**config.mk**
```make
export PLATFORM = sky130hd
export DESIGN_NAME = mux5_rr_arbiter
export DESIGN_NICKNAME = d
export VERILOG_FILES = /design/src/rtl/mux5_rr_arbiter.sv
export SDC_FILE = /design/constraint.sdc
export NUM_CORES = 1
export LEC_CHECK = 0
export CELL_PAD_IN_SITES_DETAIL_PLACEMENT = 1
export CELL_PAD_IN_SITES_GLOBAL_PLACEMENT = 1
export CORE_MARGIN = 3
export CORE_UTILIZATION = 35
export DETAILED_ROUTE_END_ITERATION = 7
export PLACE_DENSITY_LB_ADDON = 0.1
export SYNTH_ARGS = -nofsm -noshare
export SYNTH_HDL_FRONTEND = slang
export SYNTH_SLANG_ARGS = --single-unit
```
**constraint.sdc**
```tcl
create_clock -name clk -period 4.3 [get_ports clk]
set_input_delay 0.43 -clock clk [delete_from_list [all_inputs] [get_ports clk]]
set_output_delay 0.43 -clock clk [all_outputs]
set_load 0.02 [all_outputs]
```
**src/rtl/mux5_rr_arbiter.sv**
```systemverilog
// Purpose : round-robin arbiter + 3-bit select for the 5-input 32-bit shared-bus mux.
// Latency : 1 cycle from req to grant/sel; all outputs registered.
// Backpr. : owner holds grant while requesting; bounded to MAX_BURST cycles only while others wait.
//
// Ports:
//   clk      rising-edge clock
//   rst      synchronous active-high reset
//   req      [4:0] level requests, bit i = mux input i
//   grant    [4:0] one-hot grant, zero when idle
//   sel      [2:0] binary index of owner (0..4); holds last value while idle
//   busy     high iff grant != 0
//   handoff  one-cycle pulse on the first cycle of every new grant
module mux5_rr_arbiter #(
    parameter int MAX_BURST = 4
) (
    input  logic       clk,
    input  logic       rst,
    input  logic [4:0] req,
    output logic [4:0] grant,
    output logic [2:0] sel,
    output logic       busy,
    output logic       handoff
);

    typedef enum logic {
        IDLE = 1'b0,
        OWN  = 1'b1
    } state_t;

    localparam logic [3:0] BURST_LIM = 4'(MAX_BURST);

    state_t     state, state_nxt;
    logic [2:0] ptr, ptr_nxt;
    logic [2:0] owner, owner_nxt;
    logic [3:0] cnt, cnt_nxt;
    logic [4:0] grant_nxt;
    logic [2:0] sel_nxt;
    logic       handoff_nxt;
    logic [4:0] others;
    logic       new_grant;
    logic [2:0] win;

    // First set bit of mask scanning start, start+1, ... modulo 5.
    // Callers only use it with a non-zero mask.
    function automatic logic [2:0] pick(input logic [4:0] mask, input logic [2:0] start);
        logic [3:0] s;
        logic [2:0] res;
        logic       found;
        res   = 3'd0;
        found = 1'b0;
        for (int i = 0; i < 5; i++) begin
            s = {1'b0, start} + 4'(i);
            if (s >= 4'd5) begin
                s = s - 4'd5;
            end
            if (!found && mask[s[2:0]]) begin
                res   = s[2:0];
                found = 1'b1;
            end
        end
        return res;
    endfunction

    always_comb begin
        state_nxt   = state;
        ptr_nxt     = ptr;
        owner_nxt   = owner;
        cnt_nxt     = cnt;
        grant_nxt   = grant;
        sel_nxt     = sel;
        handoff_nxt = 1'b0;
        new_grant   = 1'b0;
        win         = 3'd0;
        others      = req & ~(5'b00001 << owner);

        case (state)
            IDLE: begin
                if (req != 5'd0) begin
                    new_grant = 1'b1;
                    win       = pick(req, ptr);
                end
            end
            OWN: begin
                if (req[owner] && ((cnt < BURST_LIM) || (others == 5'd0))) begin
                    // Keep owner; counter saturates so a long solo burst cannot wrap.
                    cnt_nxt = (cnt == 4'hF) ? cnt : cnt + 4'd1;
                end else if (!req[owner]) begin
                    if (req != 5'd0) begin
                        // Release with others pending: hand over without an idle gap.
                        new_grant = 1'b1;
                        win       = pick(req, ptr);
                    end else begin
                        state_nxt = IDLE;
                        grant_nxt = 5'd0;
                    end
                end else begin
                    // Burst exhausted and someone else is waiting: preempt.
                    new_grant = 1'b1;
                    win       = pick(others, ptr);
                end
            end
        endcase

        if (new_grant) begin
            state_nxt   = OWN;
            owner_nxt   = win;
            grant_nxt   = 5'b00001 << win;
            sel_nxt     = win;
            cnt_nxt     = 4'd1;
            ptr_nxt     = (win == 3'd4) ? 3'd0 : win + 3'd1;
            handoff_nxt = 1'b1;
        end
    end

    always_ff @(posedge clk) begin
        if (rst) begin
            state   <= IDLE;
            ptr     <= 3'd0;
            owner   <= 3'd0;
            cnt     <= 4'd0;
            grant   <= 5'd0;
            sel     <= 3'd0;
            busy    <= 1'b0;
            handoff <= 1'b0;
        end else begin
            state   <= state_nxt;
            ptr     <= ptr_nxt;
            owner   <= owner_nxt;
            cnt     <= cnt_nxt;
            grant   <= grant_nxt;
            sel     <= sel_nxt;
            busy    <= (grant_nxt != 5'd0);
            handoff <= handoff_nxt;
        end
    end

endmodule

```
Word-level counts from Yosys, hierarchy flattened
Cells that the tools add are included.

Bits of input ports: 7. Bits in registers: 18. Logic and storage cells: 247. Output and inout bits: 10.

Order comparisons: 22. Reduce and logical (&&, ||, !) cells: 34. Equal/unequal tests: 3. Shift-type cells: 2. Muxes and demuxes: 163. Add/subtract/negate cells: 11. Bitwise operators: 4.

Operators by type and width (count): 3-bit two-way mux (65); 1-bit two-way mux (75); 3-bit by 4-bit < comparator with 1-bit output (second input constant) (16); 1-bit binary-select mux with 3-bit select (16); 5-bit two-way mux (5); 4-bit by 3-bit >= comparator with 1-bit output (second input constant) (4); 3-bit subtractor (second input constant) (5); 1-bit logical AND (13); 1-bit logical NOT (12); 5-bit nonzero test (2); 1-bit by 3-bit << shifter with 5-bit output (first input constant) (2); 3-bit by 2-bit adder with 4-bit output (second input constant) (2); 3-bit one-hot mux with 2 select lines (1); 3-bit AND reduction (2); 5-bit AND (1); 5-bit logical NOT (1); 5-bit inverter (1); 3-bit by 1-bit adder with 4-bit output (second input constant) (1); 3-bit by 3-bit adder with 4-bit output (second input constant) (1); 4-bit by 1-bit adder with 4-bit output (second input constant) (1); 4-bit == test (second input constant) (1); 4-bit by 3-bit < comparator with 1-bit output (second input constant) (1); 2-bit nonzero test (2); 3-bit by 1-bit adder with 3-bit output (second input constant) (1); other kinds (7) (8).

Depth between registers and ports, before layout
Word-level depth: 46. Depth in mapped cells: 20. Gate-level depth less buffers: 18.

Worst setup path after synthesis
OpenSTA, ideal clock, no wires.

Path kind: reg2reg. Start: reg ptr[1]. End: reg busy. Stages on the path, launching flop included: 21. Setup time: 0.136 ns. Slack: -0.015 ns. Data required time: 4.164 ns. Clock period less this slack: 4.315 ns. Path buffers: 3. Arrival time: 4.179 ns. Cells stage by stage: dfxtp_1 -> buf_2 -> inv_1 -> ha_1 -> ha_1 -> buf_2 -> inv_1 -> o21a_1 -> buf_6 -> mux2_4 -> o2bb2ai_1 -> o21ai_1 -> nor3b_1 -> mux2i_1 -> o21ba_1 -> nor2_1 -> nor2_1 -> ha_1 -> or3_1 -> a211oi_1 -> a2111oi_2.

Longest elaborated chain between the ends: 44. Elaborated cells on any way between the ends: 184. Those cells by class: 9 x add/sub; 5 x order compare; 1 x shift; 144 x mux; 25 x reduce/logical.

Ends and longest elaborated chain: from (decl) (line 33) `logic [2:0] ptr, ptr_nxt;`; from (signal assigned) (line 127) `ptr <= ptr_nxt;`; 3-bit subtractor / 3-bit >= comparator (equally long branches) (line 54, 53); 3-bit two-way mux (line 53) `if (s >= 4'd5) begin`; 3-bit two-way mux (line 78, 88); 3-bit two-way mux (line 87) `end else if (!req[owner]) begin`; 3-bit two-way mux (line 84) `if (req[owner] && ((cnt < BURST_LIM) || (others == 5'd0))) begin`; 3-bit two-way mux (line 76) `case (state)`; 1-bit binary-select mux with 3-bit select (line 56) `if (!found && mask[s[2:0]]) begin`; 1-bit two-way mux (not written as such) (line 56); (+28 left out); 3-bit two-way mux (line 56); 3-bit two-way mux (line 88) `if (req != 5'd0) begin`; 3-bit two-way mux (line 87); 3-bit two-way mux (line 84); 3-bit one-hot mux with 2 select lines (*) (line 76); 1-bit by 3-bit << shifter with 5-bit output (*) (line 107) `grant_nxt = 5'b00001 << win;`; 5-bit two-way mux (*) (line 104) `if (new_grant) begin`; 5-bit nonzero test (*) (line 132) `busy <= (grant_nxt != 5'd0);`; to (signal assigned) (line 132); to (decl) (line 21) `output logic busy,`.

Mark *: on every way between the ends. The rest lies on a longest branch, timed or not. The select of a mux whose other input is x is not followed. A chain may end at the register's enable or synchronous reset.

Worst setup path in the final report
Start: reg ptr[0]. End: reg busy.

The elaborated chain is that of the path after synthesis.

==> metrics list <==
* Run status: complete, no violations
- Number of synthesized flops with an enable pin: 0
- Element type at the critical path end: flip-flop
* Minimum clock period: 4.101 ns
- Synth warn: 0
* Portion of total power attributed to sequential cells: 8.0%
* Post-Route Utilization: 44.44%
- In this run, CTS created clock tree buffers numbering 3.
- Placeable core region: 0.007408 sq mm
- After synthesis, the largest family of logic cells by area is compound AO/OA/AOI/OAI gates.
* Global-route wire length before repair: 15,550 microns
- Endpoint arrival time on the critical path: 4.21 ns
* Peak fanout along the critical path: 8
- Entering global routing, the biggest net connects 31 pins.
- The first detailed-routing pass took 4 iterations.
* Worst path required time: 4.41 ns
- Number of hold-repair buffers added at the cts stage: 0
- Simple-gate area share of the yosys netlist: 27.26%
* Area fraction in compound gates after synthesis: 31.82%
* Chip Width: 94.18 microns
- Average routed wire per standard cell: 20.08 microns
- Residual overflow from global routing: 0
* Aggregate routed wire length: 9660 microns
- In this run, synthesis produced a sequential element count of 18.
- The repair_antennas step left the layout with diodes totalling 0.
- Top cells by area in the synthesized netlist: dfxtp_1 13%, mux2i_1 6.6%, nand2_1 5.1%
- Clock tree from TritonCTS: built
* Share of Yosys cell area claimed by the top area cell type: 13.24%
- Clock share of power: 4.6%
- The design draws 3.083 mW.
* Number of violations of the max-capacitance limit: 0
* Synthesis-to-finish area growth: 20.97%
* Slew at the pin closest to its max-slew limit: 1.235 ns
* TritonCTS sink count: 18
- Once the floorplan was initialized, standard cells occupied 36.73% of the core.
- Top Ports: 17
- Most frequent cells in the layout: 37 x nand2_1, 34 x buf_4, 21 x nor2_1, 19 x a21oi_1
- Detailed-placement wirelength estimate: 7691 microns
- The initial antenna violation count was 0.
- Of the total synthesized cell area, the portion taken by XOR and XNOR cells is 2.575%.
- In this run the number of H-tree levels came out at 1.
- Final setup violation count: 0
- The hold violation count in the final report came to 0.
- The most used flip-flop cell after synthesis is dfxtp_1.
- Achievable Freq: 243.9 MHz
- DRT antenna net count: 0
- After synthesis, the share of flip-flops with an asynchronous set or reset is 0%.
- Of the total synthesized cell area, the portion taken by full adders, half adders and majority gates is 5.793%.
- Number of distinct library cell variants in the gate-level netlist after synthesis: 78
- Internal power: 1.482 mW
- In this run the most critical hold path is launched from grant[2].
- The setup path with the least slack is of type flip-flop to flip-flop.
* Post-synthesis sequential area ratio: 13.24%
* Root cell of the clock tree: clkbuf_8
* Reg-to-reg startpoint: ptr[0]
- Net switching is 51.94% of the power.
- After clock tree synthesis, the clock-pin slew on the worst setup and hold paths is 0.07 ns.
* Portion of netlist area occupied by mux cells: 13.38%
- Of the available clock period, the critical path in the final layout requires 95.37%.
* Syn_nets: 370
- In this run the cell area of the synthesized design comes to 0.002721 sq mm.
- Floorplan die area: 0.008869 sq mm
- After technology mapping, the gate count stands at 351.
- Startpoint types: flip-flop
- Power spread over the standard cell area amounts to 936.5 mW/mm^2.
* Average instance area after synthesis: 7.753 sq um
- Final Worst Setup Slack: 0.1991 ns
* Setup TNS: 0 ns
* Number of DRC markers in iteration 0: 143
- Combinational group share of total power: 87.3%
- IR analysis of the VDD net gives a maximum drop of 389.8 uV.
- Worst hold-check path type: flip-flop to flip-flop
- Cells with a size suffix above 1 make up 21.99% of the layout.
- In this run the static leakage power is 1.304 nW.
- Slew margin rel.: 16.93%
- In this run the worst setup path begins at ptr[0].
- Fin. max-slew vios: 0
- Number of vias in the routed layout: 2,863
* Post-Route Skew: 0.001736 ns
- The number of global-route vias before repair came to 2,904.
- Of all cell types, the one taking the most synthesized area is dfxtp_1.
- After detailed routing, the number of remaining DRC violations is 0.
* Clock latency on the worst-skew pair: 0.26 ns
- Summed over all nets, the switching power comes to 1.601 mW.
- The library cell used most frequently in the layout, excluding fill and tap cells, is nand2_1.
- In the final design database the tool counted 402 nets.
- Routability-driven placement congestion ratio: 0.8720
- Cell row count: 31
- In this run the deepest clock path goes through 2 buffers.
- Number of buffers added on ports: 16
* Placement Setup Slack: 0.01843 ns
- Using the TritonRoute via totals, the vias-per-cell ratio works out to 5.952.
* Die height: 94.18 microns
- The filler cells instantiated in the layout total 926.
* Global-route total usage across every layer: 22.13%
## cell families (layout without fill, tap and decap cells)
| logic type | Yosys count | count (layout) |
|---|---|---|
| DFF | 18 | 18 |
| xor gates and xnor gates | 8 | 8 |
| buffers and inverters | 34 | 65 |
| muxes | 29 | 29 |
| adders and majority gates | 12 | 12 |
| AOI/OAI and AO/OA | 116 | 116 |
| and+or+nand+nor | 134 | 134 |
## synth_stat cells (5+ instances only)
cell type,n
and2_1,7
nand2_1,37
nor2b_1,8
inv_1,9
mux2i_1,18
or4_1,5
nand2b_1,5
nor3_1,11
a21o_1,7
buf_2,9
dfxtp_1,18
a211oi_1,10
nand4_1,5
nor2_1,23
mux4_2,5
a22oi_1,5
ha_1,11
a21oi_1,20
o21ai_0,12
clkbuf_1,11
nand3_1,6
o21ai_1,6
xor2_1,5
## critical path, cell delays in order (launching register included)
cell,delay [ns]
dfxtp_1,0.36
inv_2,0.13
ha_1,0.21
inv_1,0.07
fa_2,0.41
buf_4,0.18
or3_1,0.44
o2111ai_2,0.14
nand4_1,0.24
buf_4,0.21
o31ai_1,0.29
a211oi_1,0.13
o32a_1,0.33
ha_1,0.21
or3_1,0.36
a211oi_2,0.18
a2111oi_2,0.07
## metal layers
layer	vias to the layer above	routed length [microns]	global-route usage (%)
met2	46	4362	34.34
met4	0	50	2.407
met5	-	0	0
li1	1396	-	-
met3	6	315	2.644
met1	1415	4932	33.48
## state kept, by name (all words and copies together) (netlist names)
name,flops
ptr,3
grant,5
owner,3
busy,1
cnt,4
handoff,1
state,1
## power by group through the flow
stage / Sequential (mW) / Combinational (mW) / Clock (mW)
2_1_floorplan: 0.279 / 1.76 / 0
3_3_place_gp: 0.249 / 2.51 / 0
3_5_place_dp: 0.252 / 2.55 / 0
4_1_cts: 0.248 / 2.56 / 0.149
5_1_grt: 0.254 / 2.93 / 0.158
6_report: 0.248 / 2.69 / 0.143
## final timing paths
check	end	slack (ns)	depth (start not counted)
worst max register to register	busy	0.20	16
worst min-delay path	grant[2]	0.48	2
worst max-delay path	busy	0.20	16
worst min register to register	grant[2]	0.48	2
## metrics by stage
stage | cells | area [sq um] | hold slack (ns)
after floorplan | 351 | 2724 | 0.5137
after global placement | 476 | 3152 | 0.4608
after detailed placement | 476 | 3152 | 0.4690
after CTS | 480 | 3209 | 0.4832
after global routing | 481 | 3292 | 0.5058
final | 481 | 3292 | 0.4767
## final cells by class
| type | instances | area (sq um) | share of cell area [%] |
|---|---|---|---|
| multi-input combinational | 299 | 2280 | 69.25 |
| timing repair buffer | 51 | 435.4 | 13.23 |
| inverter | 10 | 37.54 | 1.140 |
| clock buffer | 4 | 55.05 | 1.672 |
| sequential | 18 | 360.3 | 10.95 |
| tap | 99 | 123.9 | 3.763 |
## repair_timing
item,CTS,global route
resized for setup,1,18
pin swaps,0,1
endpoints found under the setup margin,1,5
setup buffers,0,1
(Power assumes the default switching activity.)
